--- config.mk ---
export PLATFORM = sky130hd
export DESIGN_NAME = hf_subcarrier_rx
export DESIGN_NICKNAME = d
export VERILOG_FILES = /design/src/rtl/hf_pkg.sv /design/src/rtl/hf_edge_filter.sv /design/src/rtl/hf_subcarrier_rx.sv
export SDC_FILE = /design/constraint.sdc
export NUM_CORES = 1
export LEC_CHECK = 0
export BUFFER_PORTS_ARGS = -buffer_cell sky130_fd_sc_hd__buf_2
export CAP_MARGIN = 20
export CELL_PAD_IN_SITES_DETAIL_PLACEMENT = 0
export CELL_PAD_IN_SITES_GLOBAL_PLACEMENT = 2
export CORE_ASPECT_RATIO = 1.25
export CORE_UTILIZATION = 34
export DETAILED_ROUTE_END_ITERATION = 7
export PLACE_DENSITY_LB_ADDON = 0.08
export SKIP_LAST_GASP = 1
export SLEW_MARGIN = 20
export SYNTH_ARGS = -nofsm -noshare
export SYNTH_HDL_FRONTEND = slang
export SYNTH_HIERARCHICAL = 1
export SYNTH_SLANG_ARGS = --single-unit
--- constraint.sdc ---
create_clock -name osc_clk -period 4.9 [get_ports osc_clk]
set_clock_uncertainty 0.1 [all_clocks]
set_input_delay 0.98 -clock osc_clk [delete_from_list [all_inputs] [get_ports osc_clk]]
set_output_delay 0.98 -clock osc_clk [all_outputs]
set_load 0.01 [all_outputs]
--- src/rtl/hf_pkg.sv ---
// hf_pkg: shared constants for the HF front-end blocks inside fpga_hf.
//   - major mode codes as decoded from conf_word
//   - power-on defaults for the edge-detect threshold and detector reset phase
//   - receive FSM state encodings
package hf_pkg;

    // Major modes selected by conf_word.
    typedef enum logic [2:0] {
        SNIFFER       = 3'd0,
        TAGSIM_LISTEN = 3'd1,
        TAGSIM_MOD    = 3'd2,
        READER_LISTEN = 3'd3,
        READER_MOD    = 3'd4
    } hf_mode_e;

    // Default runtime settings driven by the ARM after power-up.
    localparam int unsigned EDGE_DETECT_THRESHOLD_DEF = 40;
    localparam int unsigned MOD_DETECT_RESET_DEF      = 3;

    // Receive FSM states.
    localparam logic [0:0] ST_IDLE = 1'b0;
    localparam logic [0:0] ST_RUN  = 1'b1;

endpackage

--- src/rtl/hf_edge_filter.sv ---
// hf_edge_filter: Gaussian-derivative edge filter over the ADC sample stream.
//
// Ports:
//   osc_clk    in   carrier clock, state updates on the falling edge
//   rst        in   synchronous active-high reset
//   adc_d      in   unsigned ADC sample (ADC_W bits)
//   y          out  signed filter output (FILT_W bits), combinational from adc_d and history
//   hist_full  out  high once four samples have entered the history since reset
module hf_edge_filter #(
    parameter int unsigned ADC_W  = 8,
    parameter int unsigned FILT_W = ADC_W + 3
) (
    input  logic                     osc_clk,
    input  logic                     rst,
    input  logic [ADC_W-1:0]         adc_d,
    output logic signed [FILT_W-1:0] y,
    output logic                     hist_full
);

    localparam int unsigned TERM_W = ADC_W + 2;

    logic [ADC_W-1:0]  x1, x2, x3, x4;
    logic [2:0]        hist_cnt;
    logic [TERM_W-1:0] pos_term;
    logic [TERM_W-1:0] neg_term;

    // History shifts on every tick regardless of the receive state.
    always_ff @(negedge osc_clk) begin
        if (rst) begin
            x1       <= '0;
            x2       <= '0;
            x3       <= '0;
            x4       <= '0;
            hist_cnt <= '0;
        end else begin
            x1 <= adc_d;
            x2 <= x1;
            x3 <= x2;
            x4 <= x3;
            if (hist_cnt != 3'd4) begin
                hist_cnt <= hist_cnt + 3'd1;
            end
        end
    end

    // y = (2*x4 + x3) - (2*adc_d + x1); each term fits in ADC_W+2 bits unsigned,
    // so the difference always fits a signed FILT_W without saturation.
    always_comb begin
        pos_term  = {1'b0, x4, 1'b0} + {2'b00, x3};
        neg_term  = {1'b0, adc_d, 1'b0} + {2'b00, x1};
        y         = signed'(FILT_W'(pos_term)) - signed'(FILT_W'(neg_term));
        hist_full = (hist_cnt == 3'd4);
    end

endmodule

--- src/rtl/hf_subcarrier_rx.sv ---
// hf_subcarrier_rx: reader-side ISO14443 subcarrier receiver and SSP transport.
// Filters ADC samples, decides per bit period whether subcarrier modulation was present,
// packs decisions into words and serialises the latest decision to the ARM over SSP.
// Also registers the ARM modulation bit for the coil driver.
//
// Ports:
//   osc_clk       in   carrier clock, all state changes on its falling edge
//   rst           in   synchronous active-high reset (priority over enable)
//   enable        in   run request (READER_LISTEN decode)
//   adc_d         in   unsigned ADC sample
//   threshold     in   unsigned edge threshold, sampled live
//   reset_phase   in   bit-period phase at which the detector decides and clears
//   tx_bit        in   ssp_dout from the ARM
//   mod_sig_coil  out  tx_bit delayed by one tick
//   curbit        out  latest modulation decision
//   frame_word    out  last completed decision word, MSB = first decision
//   frame_valid   out  one-tick pulse when frame_word updates
//   ssp_clk       out  SSP clock, one bit period per cycle
//   ssp_frame     out  SSP frame marker
//   ssp_din       out  SSP data (latest decision, held for one bit period)
module hf_subcarrier_rx
    import hf_pkg::*;
#(
    parameter int unsigned ADC_W       = 8,
    parameter int unsigned PERIOD_LOG2 = 4,
    parameter int unsigned FRAME_BITS  = 8,
    parameter int unsigned FILT_W      = ADC_W + 3
) (
    input  logic                   osc_clk,
    input  logic                   rst,
    input  logic                   enable,
    input  logic [ADC_W-1:0]       adc_d,
    input  logic [FILT_W-2:0]      threshold,
    input  logic [PERIOD_LOG2-1:0] reset_phase,
    input  logic                   tx_bit,
    output logic                   mod_sig_coil,
    output logic                   curbit,
    output logic [FRAME_BITS-1:0]  frame_word,
    output logic                   frame_valid,
    output logic                   ssp_clk,
    output logic                   ssp_frame,
    output logic                   ssp_din
);

    localparam int unsigned FRAME_LOG2 = $clog2(FRAME_BITS);
    localparam int unsigned CNT_W      = PERIOD_LOG2 + FRAME_LOG2;
    localparam int unsigned HALF       = 2 ** (PERIOD_LOG2 - 1);

    localparam logic [PERIOD_LOG2-1:0] PH_ZERO  = '0;
    localparam logic [PERIOD_LOG2-1:0] PH_HALF  = PERIOD_LOG2'(HALF);
    localparam logic [CNT_W-1:0]       FR_SET   = CNT_W'(HALF - 1);
    localparam logic [CNT_W-1:0]       FR_CLR   = CNT_W'((2 ** PERIOD_LOG2) + HALF - 1);
    localparam logic [FRAME_LOG2-1:0]  LAST_BIT = FRAME_LOG2'(FRAME_BITS - 1);
    localparam logic signed [FILT_W-1:0] ZERO   = '0;

    logic                     state;
    logic [CNT_W-1:0]         tick_cnt;
    logic [PERIOD_LOG2-1:0]   phase;
    logic [FRAME_LOG2-1:0]    bit_idx;
    logic signed [FILT_W-1:0] y;
    logic                     hist_full;
    logic signed [FILT_W-1:0] max_val;
    logic signed [FILT_W-1:0] min_val;
    logic signed [FILT_W-1:0] thr_pos;
    logic signed [FILT_W-1:0] thr_neg;
    logic                     decide;
    logic                     decision;
    logic [FRAME_BITS-1:0]    shreg;
    logic [FRAME_BITS-1:0]    next_word;

    hf_edge_filter #(
        .ADC_W  (ADC_W),
        .FILT_W (FILT_W)
    ) u_edge_filter (
        .osc_clk   (osc_clk),
        .rst       (rst),
        .adc_d     (adc_d),
        .y         (y),
        .hist_full (hist_full)
    );

    always_comb begin
        phase     = tick_cnt[PERIOD_LOG2-1:0];
        bit_idx   = tick_cnt[CNT_W-1:PERIOD_LOG2];
        thr_pos   = signed'({1'b0, threshold});
        thr_neg   = -thr_pos;
        decide    = (phase == reset_phase);
        // Modulation needs both a rising and a falling edge inside the period.
        decision  = (max_val > thr_pos) && (min_val < thr_neg);
        next_word = {shreg[FRAME_BITS-2:0], decision};
    end

    always_ff @(negedge osc_clk) begin
        if (rst) begin
            state        <= ST_IDLE;
            tick_cnt     <= '0;
            max_val      <= '0;
            min_val      <= '0;
            shreg        <= '0;
            mod_sig_coil <= 1'b0;
            curbit       <= 1'b0;
            frame_word   <= '0;
            frame_valid  <= 1'b0;
            ssp_clk      <= 1'b0;
            ssp_frame    <= 1'b0;
            ssp_din      <= 1'b0;
        end else begin
            mod_sig_coil <= tx_bit;
            frame_valid  <= 1'b0;

            if (state == ST_IDLE || !enable) begin
                // Idle, or leaving RUN: any partial frame is dropped and SSP goes quiet
                // on this same edge. Only IDLE with enable=1 moves on to RUN.
                state     <= (state == ST_IDLE && enable) ? ST_RUN : ST_IDLE;
                tick_cnt  <= '0;
                max_val   <= '0;
                min_val   <= '0;
                shreg     <= '0;
                curbit    <= 1'b0;
                ssp_clk   <= 1'b0;
                ssp_frame <= 1'b0;
                ssp_din   <= 1'b0;
            end else begin
                tick_cnt <= tick_cnt + 1'b1;

                if (phase == PH_ZERO) begin
                    ssp_clk <= 1'b1;
                    ssp_din <= curbit;
                end else if (phase == PH_HALF) begin
                    ssp_clk <= 1'b0;
                end

                if (tick_cnt == FR_SET) begin
                    ssp_frame <= 1'b1;
                end else if (tick_cnt == FR_CLR) begin
                    ssp_frame <= 1'b0;
                end

                if (decide) begin
                    // The sample arriving on the decide tick is deliberately not tracked.
                    curbit  <= decision;
                    max_val <= '0;
                    min_val <= '0;
                    shreg   <= next_word;
                    if (bit_idx == LAST_BIT) begin
                        frame_word  <= next_word;
                        frame_valid <= 1'b1;
                    end
                end else if (hist_full) begin
                    if (y > ZERO && y > max_val) begin
                        max_val <= y;
                    end
                    if (y <= ZERO && y < min_val) begin
                        min_val <= y;
                    end
                end
            end
        end
    end

endmodule

==> metrics.txt <==
DP HPWL=8580 um; Pleak=3.24 nW; CTS Root Cell=clkbuf_16; number of remaining DRC errors=0; Yosys Warn Count=6; hold slack=0.330 ns; clk_lat worst skew=0.41 ns; Port-buffer cells=39; Crit path buffers/inverters=4; power per standard cell area=356 mW/mm2; fin nets=824; vias in the first global route=4469; Setup TNS=-42.10 ns; Post-DRT Antenna Nets=0; CTS tree=built; commonest non-fill, non-tap cell in the layout=inv_1; DP Worst Slack=-2.45 ns; global placement routability congestion=0.782; synthesized cell area=0.00492 mm2; final WL=11400 um; Overall Global Routing Usage=0.166; CP required=2.67 ns; Post-synth EDFFs=0; Synth Register Bits=85; unique cell type count in the Yosys netlist=50; H-tree levels=3; Hold Buf Count CTS=0; commonest cells after routing, fill and taps aside=155 x inv_1, 85 x dfxtp_1, 57 x buf_4; worst rel slew slack=0.647; RSZ-0062 raised after global routing=yes; Synth-to-Final Area Change=36.5%; top_reg_cell synth=dfxtp_1; # rows=48; CTS max path bufs=2; Clock transition at path regs=0.03 ns; critical path launch point type=input port; CP max stage delay=0.51 ns; Vias/cell=4.67; kind of critical path=in2reg; Chip Width=110 um; hold crit path type=reg2reg; pin count of the biggest net entering global routing=46; Clock Sinks=85; status=finished, violations left; io pins=40; crit path max fanout=21; share of cells above drive strength 1=0.225; # diodes=0; CTS buffer count=9; DR WL/cell=12.7 um; failing checks=negative setup slack; Design Area, Final=0.00672 mm2; Max VDD drop=0.185 mV; cells along the critical path=buf_6 > fa_1 > fa_1 > inv_2 > ha_4 > a21oi_2 > nor2b_2 > a311o_1 > a221o_1 > a21oi_4 > ha_4 > nand4_1 > buf_4 > o311a_1 > nand3b_1 > buf_12 > nand3_1 > o21ai_1; Slew Viols, Final=0; Cells after Synth=543; GRT overflow=0; asr flop ratio synth=0; Synth Net Count=644; slowest cell on the critical path=fa_1; crit path DAT=4.64 ns; DR pass1 iterations=4; Vias=4220; first-pass GRT wire length=19300 um; CP top delay family=compound AO/OA/AOI/OAI gates; sequential area share after synthesis=0.346; initial core utilization=0.352; final hold viol count=0; die area=0.0150 mm2; Die Height=136 um; Post-DP Area=0.00580 mm2; syn_area_per_cell=9.06 um2; Slew @ Worst Pin=0.525 ns; initial antenna violation count=0; Maximum Capacitance Violations=0; Core Area=0.0140 mm2; Setup violations, final=24; drt first-iter violations=71; CP Capture Type=flip-flop; final worst-path setup slack=-1.97 ns
logic make-up after synthesis:
| kind of cell | after synthesis | synth area share |
|---|---|---|
| compound gates | 74 | 0.0966 |
| xor+xnor | 25 | 0.0476 |
| fa+ha+maj | 75 | 0.211 |
| buf+inv | 90 | 0.0743 |
| flops | 85 | 0.346 |
| mux | 26 | 0.0539 |
| simple gates | 168 | 0.171 |
sequential cells by signal, indices dropped and copies added, names as in the netlist:
| register | cells |
|---|---|
| max_val | 11 |
| min_val | 11 |
| frame_word | 8 |
| u_edge_filter/x1 | 8 |
| u_edge_filter/x2 | 8 |
| u_edge_filter/x3 | 8 |
| u_edge_filter/x4 | 8 |
| shreg | 7 |
| tick_cnt | 7 |
| u_edge_filter/hist_cnt | 3 |
| frame_valid | 1 |
| mod_sig_coil | 1 |
| ssp_clk | 1 |
| ssp_din | 1 |
| ssp_frame | 1 |
| state | 1 |
timing repair:
item,in CTS,in global routing
pin swaps,17,21
gates resized for setup,23,23
buffers inserted,5,2
endpoints found under the setup margin,24,24
through the flow:
| step | utilization | power, mW | std cells |
|---|---|---|---|
| finish | 0.480 | 2.39 | 903 |
| global route | 0.480 | 2.61 | 903 |
| CTS | 0.467 | 2.36 | 901 |
| detailed placement | 0.414 | 1.45 | 799 |
| global placement | 0.414 | 1.44 | 799 |
| floorplan | - | 1.21 | 543 |
cells in the mapped netlist (all sizes together), types with 2 or more instances:
cell type | instances | area [um2]
nand2 | 39 | 146
nand3 | 20 | 100
mux2i | 25 | 254
nand2b | 2 | 12.5
a211oi | 3 | 22.5
fa | 13 | 260
o2111ai | 2 | 17.5
o31ai | 2 | 20.0
o21a | 2 | 15.0
dfxtp | 85 | 1700
and2 | 2 | 12.5
xnor2 | 18 | 173
a31oi | 5 | 31.3
nor3 | 5 | 36.3
xor2 | 7 | 61.3
nor3b | 2 | 15.0
and4 | 2 | 17.5
nand4 | 6 | 37.5
buf | 5 | 46.3
nor2 | 44 | 165
a21oi | 24 | 120
nor4 | 5 | 31.3
and3 | 2 | 12.5
ha | 62 | 776
nor2b | 31 | 194
a21boi | 2 | 15.0
inv | 74 | 278
clkbuf | 11 | 41.3
o21ai | 18 | 90.1
a21o | 6 | 45.0
nand3b | 4 | 30.0
a211o | 3 | 26.3
final cells by class:
class | count | area [um2]
repair buffers | 102 | 727
multi-input cells | 368 | 3190
clock inverters | 92 | 385
clock buffers | 9 | 225
inverters | 72 | 270
well taps | 175 | 219
fillers | 1421 | 7280
flip-flops and latches | 85 | 1700
path summary, 6_finish.rpt:
kind,from,slack [ns],to,cells after the start
setup / recovery,adc_d[1],-1.97,max_val[1]$_SDFFE_NP0P_,18
hold / removal,u_edge_filter/x2[4]$_SDFF_NP0_,0.33,u_edge_filter/x3[4]$_SDFF_NP0_,1
setup reg to reg,u_edge_filter/x3[2]$_SDFF_NP0_,0.75,max_val[1]$_SDFFE_NP0P_,18
hold reg to reg,u_edge_filter/x2[4]$_SDFF_NP0_,0.33,u_edge_filter/x3[4]$_SDFF_NP0_,1
where the power goes:
part / leakage, nW / internal (mW) / switching, mW
Combinational: 1.95 / 0.370 / 0.362
Sequential: 0.690 / 0.711 / 0.00764
Clock: 0.600 / 0.449 / 0.494
Total: 3.24 / 1.53 / 0.864
layer usage:
| layer | GRT usage | part of all wire | vias up |
|---|---|---|---|
| li1 | - | - | 2174 |
| met1 | 0.179 | 0.45 | 1978 |
| met2 | 0.284 | 0.51 | 57 |
| met3 | 0.0662 | 0.033 | 11 |
| met4 | 0.0733 | 0.0079 | 0 |
| met5 | 0 | 0 | - |
Note: power is estimated with default switching activity, not from simulation.
